## src/rtl/lfsr_seq_pkg.sv

```systemverilog
// Shared types and helpers for the LFSR sequencer: FSM state encoding,
// default feedback taps and the single-step Fibonacci LFSR function.
package lfsr_seq_pkg;

  typedef enum logic [1:0] {
    IDLE = 2'd0,
    RUN  = 2'd1,
    DONE = 2'd2
  } seq_state_t;

  localparam logic [3:0] DEFAULT_TAPS = 4'b1001;

  // Widest LFSR the step function supports; narrower users zero-extend.
  localparam int LFSR_MAX_W = 32;

  function automatic logic [LFSR_MAX_W-1:0] lfsr_step(
    input logic [LFSR_MAX_W-1:0] state,
    input logic [LFSR_MAX_W-1:0] taps
  );
    return {state[LFSR_MAX_W-2:0], ^(state & taps)};
  endfunction

endpackage

```

## src/rtl/lfsr_core.sv

```systemverilog
// Fibonacci LFSR register with load and step controls; resets to 1 so the
// register never starts in the all-zero lock-up state.
import lfsr_seq_pkg::*;

module lfsr_core #(
  parameter int             W    = 4,
  parameter logic [W-1:0]   TAPS = W'(DEFAULT_TAPS)
) (
  input  logic         clk,
  input  logic         rst,
  input  logic         load,
  input  logic [W-1:0] load_val,
  input  logic         step,
  output logic [W-1:0] state
);

  logic [LFSR_MAX_W-1:0] next_full;
  logic                  unused_next;

  assign next_full   = lfsr_step(LFSR_MAX_W'(state), LFSR_MAX_W'(TAPS));
  assign unused_next = ^next_full;

  // Load wins over step; the controller never requests both at once.
  always_ff @(posedge clk) begin
    if (rst) begin
      state <= {{(W-1){1'b0}}, 1'b1};
    end else if (load) begin
      state <= load_val;
    end else if (step) begin
      state <= next_full[W-1:0];
    end
  end

endmodule

```

## src/rtl/lfsr_seq_ctrl.sv

```systemverilog
// Command-driven LFSR sequencer: accepts (seed, len), streams len words, pulses done.
// Define LFSR_SEQ_ZERO_SEED_ERR_EN to reject zero seeds with an err pulse.
import lfsr_seq_pkg::*;

module lfsr_seq_ctrl #(
  parameter int           W     = 4,
  parameter logic [W-1:0] TAPS  = W'(DEFAULT_TAPS),
  parameter int           CNT_W = 8
) (
  input  logic             clk,
  input  logic             rst,
  input  logic             cmd_valid,
  output logic             cmd_ready,
  input  logic [W-1:0]     cmd_seed,
  input  logic [CNT_W-1:0] cmd_len,
  input  logic             abort,
  output logic             out_valid,
  input  logic             out_ready,
  output logic [W-1:0]     out_data,
  output logic             busy,
  output logic             done,
  output logic [W-1:0]     lfsr_state,
  output logic [1:0]       dbg_state
`ifdef LFSR_SEQ_ZERO_SEED_ERR_EN
  ,
  output logic             err
`endif
);

  // Handshakes: a transfer happens on a rising edge where valid && ready.
  // out_valid is held with stable out_data until accepted or aborted.

  seq_state_t       state;
  logic [CNT_W-1:0] remaining;
  logic             seed_zero;
  logic             accept;
  logic             exec;
  logic             beat;
  logic [W-1:0]     load_val;

  assign seed_zero = (cmd_seed == '0);
  assign accept    = (state == IDLE) && cmd_valid;
  assign beat      = (state == RUN) && out_ready;
  assign load_val  = seed_zero ? {{(W-1){1'b0}}, 1'b1} : cmd_seed;
  assign out_data  = lfsr_state;
  assign dbg_state = state;

`ifdef LFSR_SEQ_ZERO_SEED_ERR_EN
  assign exec = accept && !seed_zero;

  always_ff @(posedge clk) begin
    if (rst) begin
      err <= 1'b0;
    end else begin
      err <= accept && seed_zero;
    end
  end
`else
  assign exec = accept;
`endif

  lfsr_core #(
    .W    (W),
    .TAPS (TAPS)
  ) u_core (
    .clk      (clk),
    .rst      (rst),
    .load     (exec),
    .load_val (load_val),
    .step     (beat),
    .state    (lfsr_state)
  );

  always_ff @(posedge clk) begin
    if (rst) begin
      state     <= IDLE;
      remaining <= '0;
      cmd_ready <= 1'b1;
      out_valid <= 1'b0;
      busy      <= 1'b0;
      done      <= 1'b0;
    end else begin
      done <= 1'b0;
      unique case (state)
        IDLE: begin
          if (exec) begin
            remaining <= cmd_len;
            cmd_ready <= 1'b0;
            busy      <= 1'b1;
            if (cmd_len != '0) begin
              state     <= RUN;
              out_valid <= 1'b1;
            end else begin
              state <= DONE;
              done  <= 1'b1;
            end
          end
        end
        RUN: begin
          // A beat taken in the abort cycle still counts.
          if (out_ready && remaining != '0) begin
            remaining <= remaining - CNT_W'(1);
          end
          if (abort) begin
            state     <= IDLE;
            out_valid <= 1'b0;
            busy      <= 1'b0;
            cmd_ready <= 1'b1;
          end else if (out_ready && remaining == CNT_W'(1)) begin
            state     <= DONE;
            out_valid <= 1'b0;
            done      <= 1'b1;
          end
        end
        DONE: begin
          state     <= IDLE;
          busy      <= 1'b0;
          cmd_ready <= 1'b1;
        end
        default: begin
          state     <= IDLE;
          out_valid <= 1'b0;
          busy      <= 1'b0;
          cmd_ready <= 1'b1;
        end
      endcase
    end
  end

endmodule

```

## config.mk

```make
export PLATFORM = sky130hd
export DESIGN_NAME = lfsr_seq_ctrl
export DESIGN_NICKNAME = d
export VERILOG_FILES = /design/src/rtl/lfsr_seq_pkg.sv /design/src/rtl/lfsr_core.sv /design/src/rtl/lfsr_seq_ctrl.sv
export SDC_FILE = /design/constraint.sdc
export NUM_CORES = 1
export LEC_CHECK = 0
export BUFFER_PORTS_ARGS = -buffer_cell sky130_fd_sc_hd__buf_2
export CAP_MARGIN = 25
export CORE_MARGIN = 2
export CORE_UTILIZATION = 33
export DETAILED_ROUTE_END_ITERATION = 10
export GPL_ROUTABILITY_DRIVEN = 0
export PLACE_DENSITY = 0.66
export SKIP_CTS_REPAIR_TIMING = 1
export SLEW_MARGIN = 20
export SYNTH_ARGS = -nofsm -noshare
export SYNTH_HDL_FRONTEND = slang
export SYNTH_SLANG_ARGS = --single-unit
```

## constraint.sdc

```tcl
create_clock -name clk -period 1.8 [get_ports clk]
set_input_delay 0.27 -clock clk [delete_from_list [all_inputs] [get_ports clk]]
set_output_delay 0.27 -clock clk [all_outputs]
set_load 0.005 [all_outputs]
```

# [Yosys cells after proc, flatten, opt, wreduce, memory -nomap -nowiden]
# Index checks and enable logic that the tools add are counted.
[totals] regBits=18 output_inout_bits=14 input_bits=17 word_cells=59
[op_classes] reduce_logical=15 addsub=1 bitwise=1 muxes=27 eq_ne=8
[ops] op="parity 32 bit" count=1
[ops] op="two-way mux 8 bit" count=2
[ops] op="one-hot mux 8 bit (2 select lines)" count=1
[ops] op="nonzero test 8 bit" count=2
[ops] op="two-way mux 1 bit" count=12
[ops] op="two-way mux 4 bit" count=3
[ops] op="== test 8 x 1 -> 1 bit (second input constant)" count=1
[ops] op="two-way mux 2 bit" count=4
[ops] op="subtractor 8 x 1 -> 8 bit (second input constant)" count=1
[ops] op="one-hot mux 1 bit (2 select lines)" count=3
[ops] op="logical AND 1 bit" count=4
[ops] op="zero test 4 bit" count=1
[ops] op="!= test 2 x 1 -> 1 bit (second input constant)" count=2
[ops] op="!= test 2 bit (second input constant)" count=2
[ops] op="one-hot mux 2 bit (2 select lines)" count=1
[ops] op="AND reduction 2 bit" count=2
[ops] op="AND reduction 4 bit" count=1
[ops] op="nonzero test 2 bit" count=2
[ops] op="!= test 3 x 2 -> 1 bit (second input constant)" count=1
[ops] op="one-hot mux 1 bit (3 select lines)" count=1
[ops] op="AND reduction 3 bit" count=1
[ops] op="== test 2 x 1 -> 1 bit (second input constant)" count=1
[ops] op="== test 2 bit (second input constant)" count=1
[ops] op="zero test 2 bit" count=1
[ops] op="NOT 1 bit" count=1

# [Depth between registers and ports, before layout]
# Gate-level depths: netlist of the first run.
[depth] word_depth=5 mapped_depth=7 ltp_nobuf=6

# [Hierarchy]
# A second synthesis of the first run with hierarchy kept.
[hier_totals] hier_cells=135 area_unflattened_um2=1103.6
[modules_own_cells] mod="lfsr_seq_ctrl" area_per_inst_um2=887.1 cells_per_inst=115 seq_area_each_um2=280.3 instances=1
[modules_own_cells] mod="lfsr_core" area_per_inst_um2=216.5 cells_per_inst=20 seq_area_each_um2=80.1 instances=1

# [Worst setup path before layout of the first run]
# OpenSTA, ideal clock, no wires.
[synth_timing] kind="register to register" start="register state[0], in the netlist dbg_state[0]" end="register u_core.state[0]" synth_period_minus_slack_ps=1575 slack_ps=225 setup_time_ps=119 path_stages_with_launch=7 arrival_time_ps=1455 t_required_ps=1681 path_buffers=2 path_cell_list="dfxtp_1 buf_6 or3b_4 buf_6 or3_1 a21oi_1 o21bai_1"
[synth_between] elab_chain_len=3 word_cells_on_any_way=6 classes_between="1 x eq/ne; 1 x mux; 4 x reduce/logical"
[synth_lines] element="from (decl)" line_no="lfsr_seq_ctrl.sv:33" source="seq_state_t state;"
[synth_lines] element="from (signal assigned)" line_no="lfsr_seq_ctrl.sv:76" source="state <= IDLE;"
[synth_lines] element="from (signal assigned)" line_no="lfsr_seq_ctrl.sv:91" source="state <= RUN;"
[synth_lines] element="from (signal assigned)" line_no="lfsr_seq_ctrl.sv:94" source="state <= DONE;"
[synth_lines] element="== test 2 x 1 -> 1 bit or zero test 2 bit (tied branches)" line_no="lfsr_seq_ctrl.sv:43, lfsr_seq_ctrl.sv:42"
[synth_lines] element="logical AND 1 bit, on equally long branches" line_no="lfsr_seq_ctrl.sv:43, lfsr_seq_ctrl.sv:42"
[synth_lines] element="nonzero test 2 bit (no source line) or two-way mux 4 bit (tied branches)"
[synth_lines] element="to (signal assigned)" line_no="lfsr_core.sv:26" source="state <= {{(W-1){1'b0}}, 1'b1};"
[synth_lines] element="to (signal assigned)" line_no="lfsr_core.sv:28" source="state <= load_val;"
[synth_lines] element="to (signal assigned)" line_no="lfsr_core.sv:30" source="state <= next_full[W-1:0];"
[synth_lines] element="to (decl)" line_no="lfsr_core.sv:14" source="output logic [W-1:0] state"
# Parallel ways exist; a longest one is shown, timed or not.
# A chain may end at the register's enable or synchronous reset.

# [Final worst setup path of the first run]
[layout_timing] start="register remaining[0]" end="register remaining[6]"
[layout_between] elab_chain_len=4 word_cells_on_any_way=7 classes_between="1 x add/sub; 1 x eq/ne; 2 x mux; 3 x reduce/logical"
[layout_lines] element="from (decl)" line_no="lfsr_seq_ctrl.sv:34" source="logic [CNT_W-1:0] remaining;"
[layout_lines] element="from (signal assigned)" line_no="lfsr_seq_ctrl.sv:87" source="remaining <= cmd_len;"
[layout_lines] element="from (signal assigned)" line_no="lfsr_seq_ctrl.sv:102" source="remaining <= remaining - CNT_W'(1);"
[layout_lines] element="branches (longest 4 deep; another with subtractor 8 x 1 -> 8 bit)"
# Several ways; the timed one is not identified. The select of a mux whose other input is x is not followed.

==> run summary, run 1 <==
final wirelength -> 2850 µm
area of placed instances -> 0.00122 mm²
Fin. Hold Viols -> 0
H-tree levels -> 1
cell count after synthesis -> 138
Netlist cell types -> 40
post-synth net total -> 157
DR DRC count -> 0
Die ar. -> 0.00376 mm²
Die Wd -> 61.3 µm
critical path launch point type -> flop
antenna cells -> 0
post-route ant nets -> 0
Design Area, Final -> 0.00127 mm²
GR Util All Layers -> 0.166
Buffers on Ports -> 30
Leakage -> 0.517 nW
placed cells -> 202
Vias/cell -> 5.46
Layout Nets -> 182
Worst-Margin Slew -> 0.493 ns
Setup crit end kind -> flop
non-filler cells in the finished layout -> 206
clock-pin slew on the worst setup and hold paths -> 0.11 ns
I/O pin cnt -> 31
global route total overflow -> 0
max-cap violations -> 0
max frequency -> 594 MHz
CTS tree -> done
vias in the first global route -> 1053
status -> complete, no violations
Avg Synthesized Cell Area -> 7.86 µm²
Async SR Flop Fraction -> 0
Worst-Skew Late Latency -> 0.30 ns
Yosys Warn Count -> 0
P&R area growth vs syn -> 17.3%
CTS Sinks -> 18
via count -> 1125
Die Y -> 61.3 µm
Pwr Density -> 897 mW/mm²
clock buffer depth -> 2
sequential area share after synthesis -> 0.332
Worst VDD drop -> 0.490 mV
clock root cell -> clkbuf_4
CP required -> 2.04 ns
DR iter-0 viols -> 64
cell row count -> 20
Post-synth EDFFs -> 0
clk_skew -> 0.00353 ns
Worst EP arrival -> 1.92 ns
Post-Syn Area -> 0.00108 mm²
CTS buffer count -> 3
layout cells sized above 1 -> 0.278
top_reg_cell synth -> dfxtp_1
Hold Crit Class -> input port to flop
largest net degree at the start of global routing -> 21
post-DR wirelength/cell -> 13.8 µm
post-detail-place hpwl -> 2060 µm
Slew HR -> 0.668
Yosys reg bits -> 18
Period minus WS final -> 1.68 ns
crit path kind -> flop to flop
initial antenna violation count -> 0
drt first pass iters -> 4
core area -> 0.00308 mm²
Tcrit/Tclk final -> 0.935
first-pass GRT wire length -> 4620 µm
pins over their slew limit -> 0
Initial Util -> 0.352
CP Max Fanout -> 4
final setup vio count -> 0
total power of the final layout -> 0.00114 W
-- cell usage in the layout (no fill, tap or decap), drive strengths merged, types with 2 or more instances in the layout --
cell and instances:
nor2b 2, o32ai 4, nor3 8, o22ai 2
a311oi 3, a22oi 2, nor3b 2, dfxtp 18
nand3 6, nor2 13, clkbuf 4, nand2b 5
inv 3, ha 2, and3 2, a211oi 2
or2b 2, buf 33, a211o 2, nand2 16
nor4 4, o21ai 2, a21oi 13
-- where the power goes --
part	switching (W)	internal, W
Sequential	0.0000533	0.000443
Clock	0.000136	0.000124
Combinational	0.000213	0.000172
Total	0.000403	0.000739
-- final timing paths --
check	cells past startpoint	endpoint	start	slack, ns
worst max-delay path	7	remaining[6]	remaining[0]	0.12
worst min-delay path	3	u_core.state[2]	cmd_seed[2]	0.24
worst max register to register	7	remaining[6]	remaining[0]	0.12
worst min register to register	2	busy	busy	0.48
-- cell families (layout without fill, tap and decap cells) --
group	count (synthesis)	count (layout)	share of synthesized area
AOI/OAI and AO/OA	38	38	0.247
adders and majority gates	2	2	0.0231
DFF	18	18	0.332
and+or+nand+nor	64	64	0.306
buffers and inverters	16	40	0.0923
-- synth_stat cells (2+ instances only) --
| cell type | instances | share of area |
|---|---|---|
| ha_1 | 2 | 0.023 |
| a21oi_1 | 13 | 0.060 |
| inv_1 | 3 | 0.010 |
| o21ai_0 | 2 | 0.0092 |
| nor4_1 | 3 | 0.017 |
| nand3_1 | 6 | 0.028 |
| nand2b_1 | 5 | 0.029 |
| o32ai_1 | 4 | 0.032 |
| or2b_1 | 2 | 0.014 |
| a211o_1 | 2 | 0.016 |
| o22ai_1 | 2 | 0.012 |
| a22oi_1 | 2 | 0.014 |
| dfxtp_1 | 18 | 0.33 |
| and3_1 | 2 | 0.012 |
| nor3_1 | 8 | 0.037 |
| nor2_1 | 13 | 0.045 |
| a311oi_1 | 3 | 0.024 |
| buf_4 | 4 | 0.028 |
| nand2_1 | 16 | 0.055 |
| buf_6 | 3 | 0.031 |
| nor2b_1 | 2 | 0.012 |
| buf_2 | 2 | 0.0092 |
| clkbuf_1 | 3 | 0.010 |
| a211oi_1 | 2 | 0.014 |
-- flip-flops by register name, indices dropped and copies added (netlist names) --
signal and flops:
done 1, busy 1, dbg_state 2, u_core.state 4, cmd_ready 1, out_valid 1
remaining 8
-- per-stage QoR --
stage / util / setup TNS (ns) / hold WS [ns] / worst slack, ns
after detailed placement: 0.398 / 0 / 0.467 / 0.100
after CTS: 0.409 / 0 / 0.231 / 0.0796
after floorplan: - / 0 / 0.404 / 0.225
after global placement: 0.398 / 0 / 0.459 / 0.201
final: 0.413 / 0 / 0.238 / 0.117
after global routing: 0.413 / -0.00676 / 0.234 / -0.00676
-- layout make-up --
type / count / area, µm²
clock buffers: 4 / 36.3
fillers: 320 / 1810
inverters: 3 / 11.3
multi-input cells: 104 / 636
flip-flops and latches: 18 / 362
well taps: 44 / 55.1
repair buffers: 33 / 173
-- critical path: stages (launching register included) --
cell,delay [ns]
dfxtp_2,0.36
inv_1,0.11
ha_2,0.20
nor3b_4,0.22
buf_4,0.17
nand3_1,0.10
a211o_1,0.33
a21oi_1,0.13
-- layer usage --
layer / vias up / global-route usage / share of wire
met4: 0 / 0.0608 / 0.021
li1: 548 / - / -
met3: 9 / 0.0525 / 0.068
met1: 525 / 0.206 / 0.45
met5: - / 0 / 0
met2: 43 / 0.272 / 0.46
(Power assumes the default switching activity.)
==> run 2: changes to the inputs <==
CORE_MARGIN = 5   (was 2)
CTS_BUF_LIST = sky130_fd_sc_hd__clkbuf_8   (was default)
clock period = 1.86 ns   (was 1.8 ns; I/O delays follow)
==> run 2 against run 1 <==
Against the previous run:
- global-route usage down 3.3 points
- maximum frequency down 0.93%
- sequential share of layout area down 0.24 points
- power up 2.1%
- clock-buffer cell count unchanged
- combinational power down 6.8%
==> run summary, run 2 (synthesis results as in run 1) <==
reg-to-reg critical path startpoint -> remaining[0]
Period minus WS final -> 1.70 ns
initial antenna violation count -> 0
non-filler cells in the finished layout -> 206
crit path kind -> flop to flop
Hold Crit Start -> cmd_seed[2]
max reg flops -> 8
status -> complete, no violations
GR Util All Layers -> 0.134
final wirelength -> 2800 µm
Tcrit/Tclk final -> 0.913
Die ar. -> 0.00453 mm²
critical path launch point type -> flop
clock-pin slew on the worst setup and hold paths -> 0.07 ns
final setup vio count -> 0
CP required -> 1.99 ns
Top reg by flops -> remaining
CP max-delay cell -> dfxtp_1
max frequency -> 589 MHz
core area -> 0.00310 mm²
I/O pin cnt -> 31
Buffers on Ports -> 30
CP Max Fanout -> 9
area of placed instances -> 0.00122 mm²
Hold Path Cell Cnt -> 3
crit-path cells -> inv_1 > ha_1 > nor3b_2 > and3_1 > a2111oi_2 > a211oi_1
Fin. Hold Viols -> 0
RSZ-0062 raised after global routing -> no
worst hold slack -> 0.290 ns
post-route ant nets -> 0
layout cells sized above 1 -> 0.253
first-pass GRT wire length -> 4620 µm
P&R area growth vs syn -> 17.9%
clk_skew -> 0.00336 ns
Leakage -> 0.523 nW
Design Area, Final -> 0.00128 mm²
reg-to-reg endpoint -> remaining[0]
Setup crit end kind -> flop
pins over their slew limit -> 0
global route total overflow -> 0
final setup TNS -> 0 ns
crit-path max cell delay -> 0.37 ns
DR DRC count -> 0
cell row count -> 20
largest net degree at the start of global routing -> 21
Worst VDD drop -> 0.397 mV
Worst-Margin Slew -> 0.581 ns
via count -> 1107
vias in the first global route -> 1058
most frequent cells in the layout -> buf_2, dfxtp_1, nand2_1
commonest non-fill, non-tap cell in the layout -> buf_2
CTS tree -> done
reg2reg path depth -> 6
Worst EP arrival -> 1.83 ns
Hold EP -> u_core.state[2]
Pwr Density -> 911 mW/mm²
Worst-Skew Late Latency -> 0.26 ns
Die Y -> 67.3 µm
H-tree levels -> 1
Hold Crit Class -> input port to flop
antenna cells -> 0
DR iter-0 viols -> 72
drt first pass iters -> 4
clock root cell -> clkbuf_8
R2R Setup Slk -> 0.16 ns
post-detail-place hpwl -> 2140 µm
Die Wd -> 67.3 µm
clock buffer depth -> 2
CTS buffer count -> 3
CTS Sinks -> 18
Layout Nets -> 182
post-DR wirelength/cell -> 13.6 µm
Slew HR -> 0.613
Vias/cell -> 5.37
placed cells -> 202
Initial Util -> 0.350
max-cap violations -> 0
## run 2: cell counts in the layout (fill, tap and decap cells not counted)
Identical to the previous run, type by type.
## run 2: worst max-delay path by stage
stage	start	endpoint	slack, ns
finish	remaining[0]	remaining[0]	0.16
global route	dbg_state[0]	remaining[5]	0.01
floorplan	dbg_state[0]	u_core.state[0]	0.29
global placement	dbg_state[0]	remaining[2]	0.24
detailed placement	remaining[0]	remaining[0]	0.15
CTS	remaining[0]	remaining[0]	0.15
## run 2: cell type report
type | instances | area (µm²)
fillers | 347 | 1820
inverters | 3 | 11.3
multi-input cells | 104 | 624
well taps | 44 | 55.1
clock buffers | 4 | 55.1
repair buffers | 33 | 173
flip-flops and latches | 18 | 360
## run 2: layer usage
metal  part of all wire  GRT usage  wire [µm]  vias up
met3              0.074     0.0449        206        5
met4              0.012     0.0557         34        0
met1               0.47      0.172       1320      506
met5                  0          0          0        -
li1                   -          -          -      552
met2               0.44      0.202       1240       44
## run 2: worst max-delay path: cells and delay by family (launching register included)
kind | cells | cell delay, ns
DFF | 1 | 0.37
and+or+nand+nor | 2 | 0.46
adders and majority gates | 1 | 0.24
buffers and inverters | 1 | 0.10
AOI/OAI and AO/OA | 2 | 0.40
## run 2: through the flow
stage | util | setup WS [ns] | power [W]
4_1_cts | 0.412 | 0.146 | 0.00118
3_5_place_dp | 0.394 | 0.150 | 0.000844
6_report | 0.412 | 0.161 | 0.00117
2_1_floorplan | - | 0.285 | 0.000752
5_1_grt | 0.412 | 0.0113 | 0.00125
3_3_place_gp | 0.394 | 0.239 | 0.000832
## run 2: report_power, final
group / switching [W] / total, W / internal (W) / leakage [nW]
logic: 0.000202 / 0.000359 / 0.000157 / 0.346
clock network: 0.000139 / 0.000328 / 0.000189 / 0.0288
registers: 0.0000499 / 0.000479 / 0.000429 / 0.148
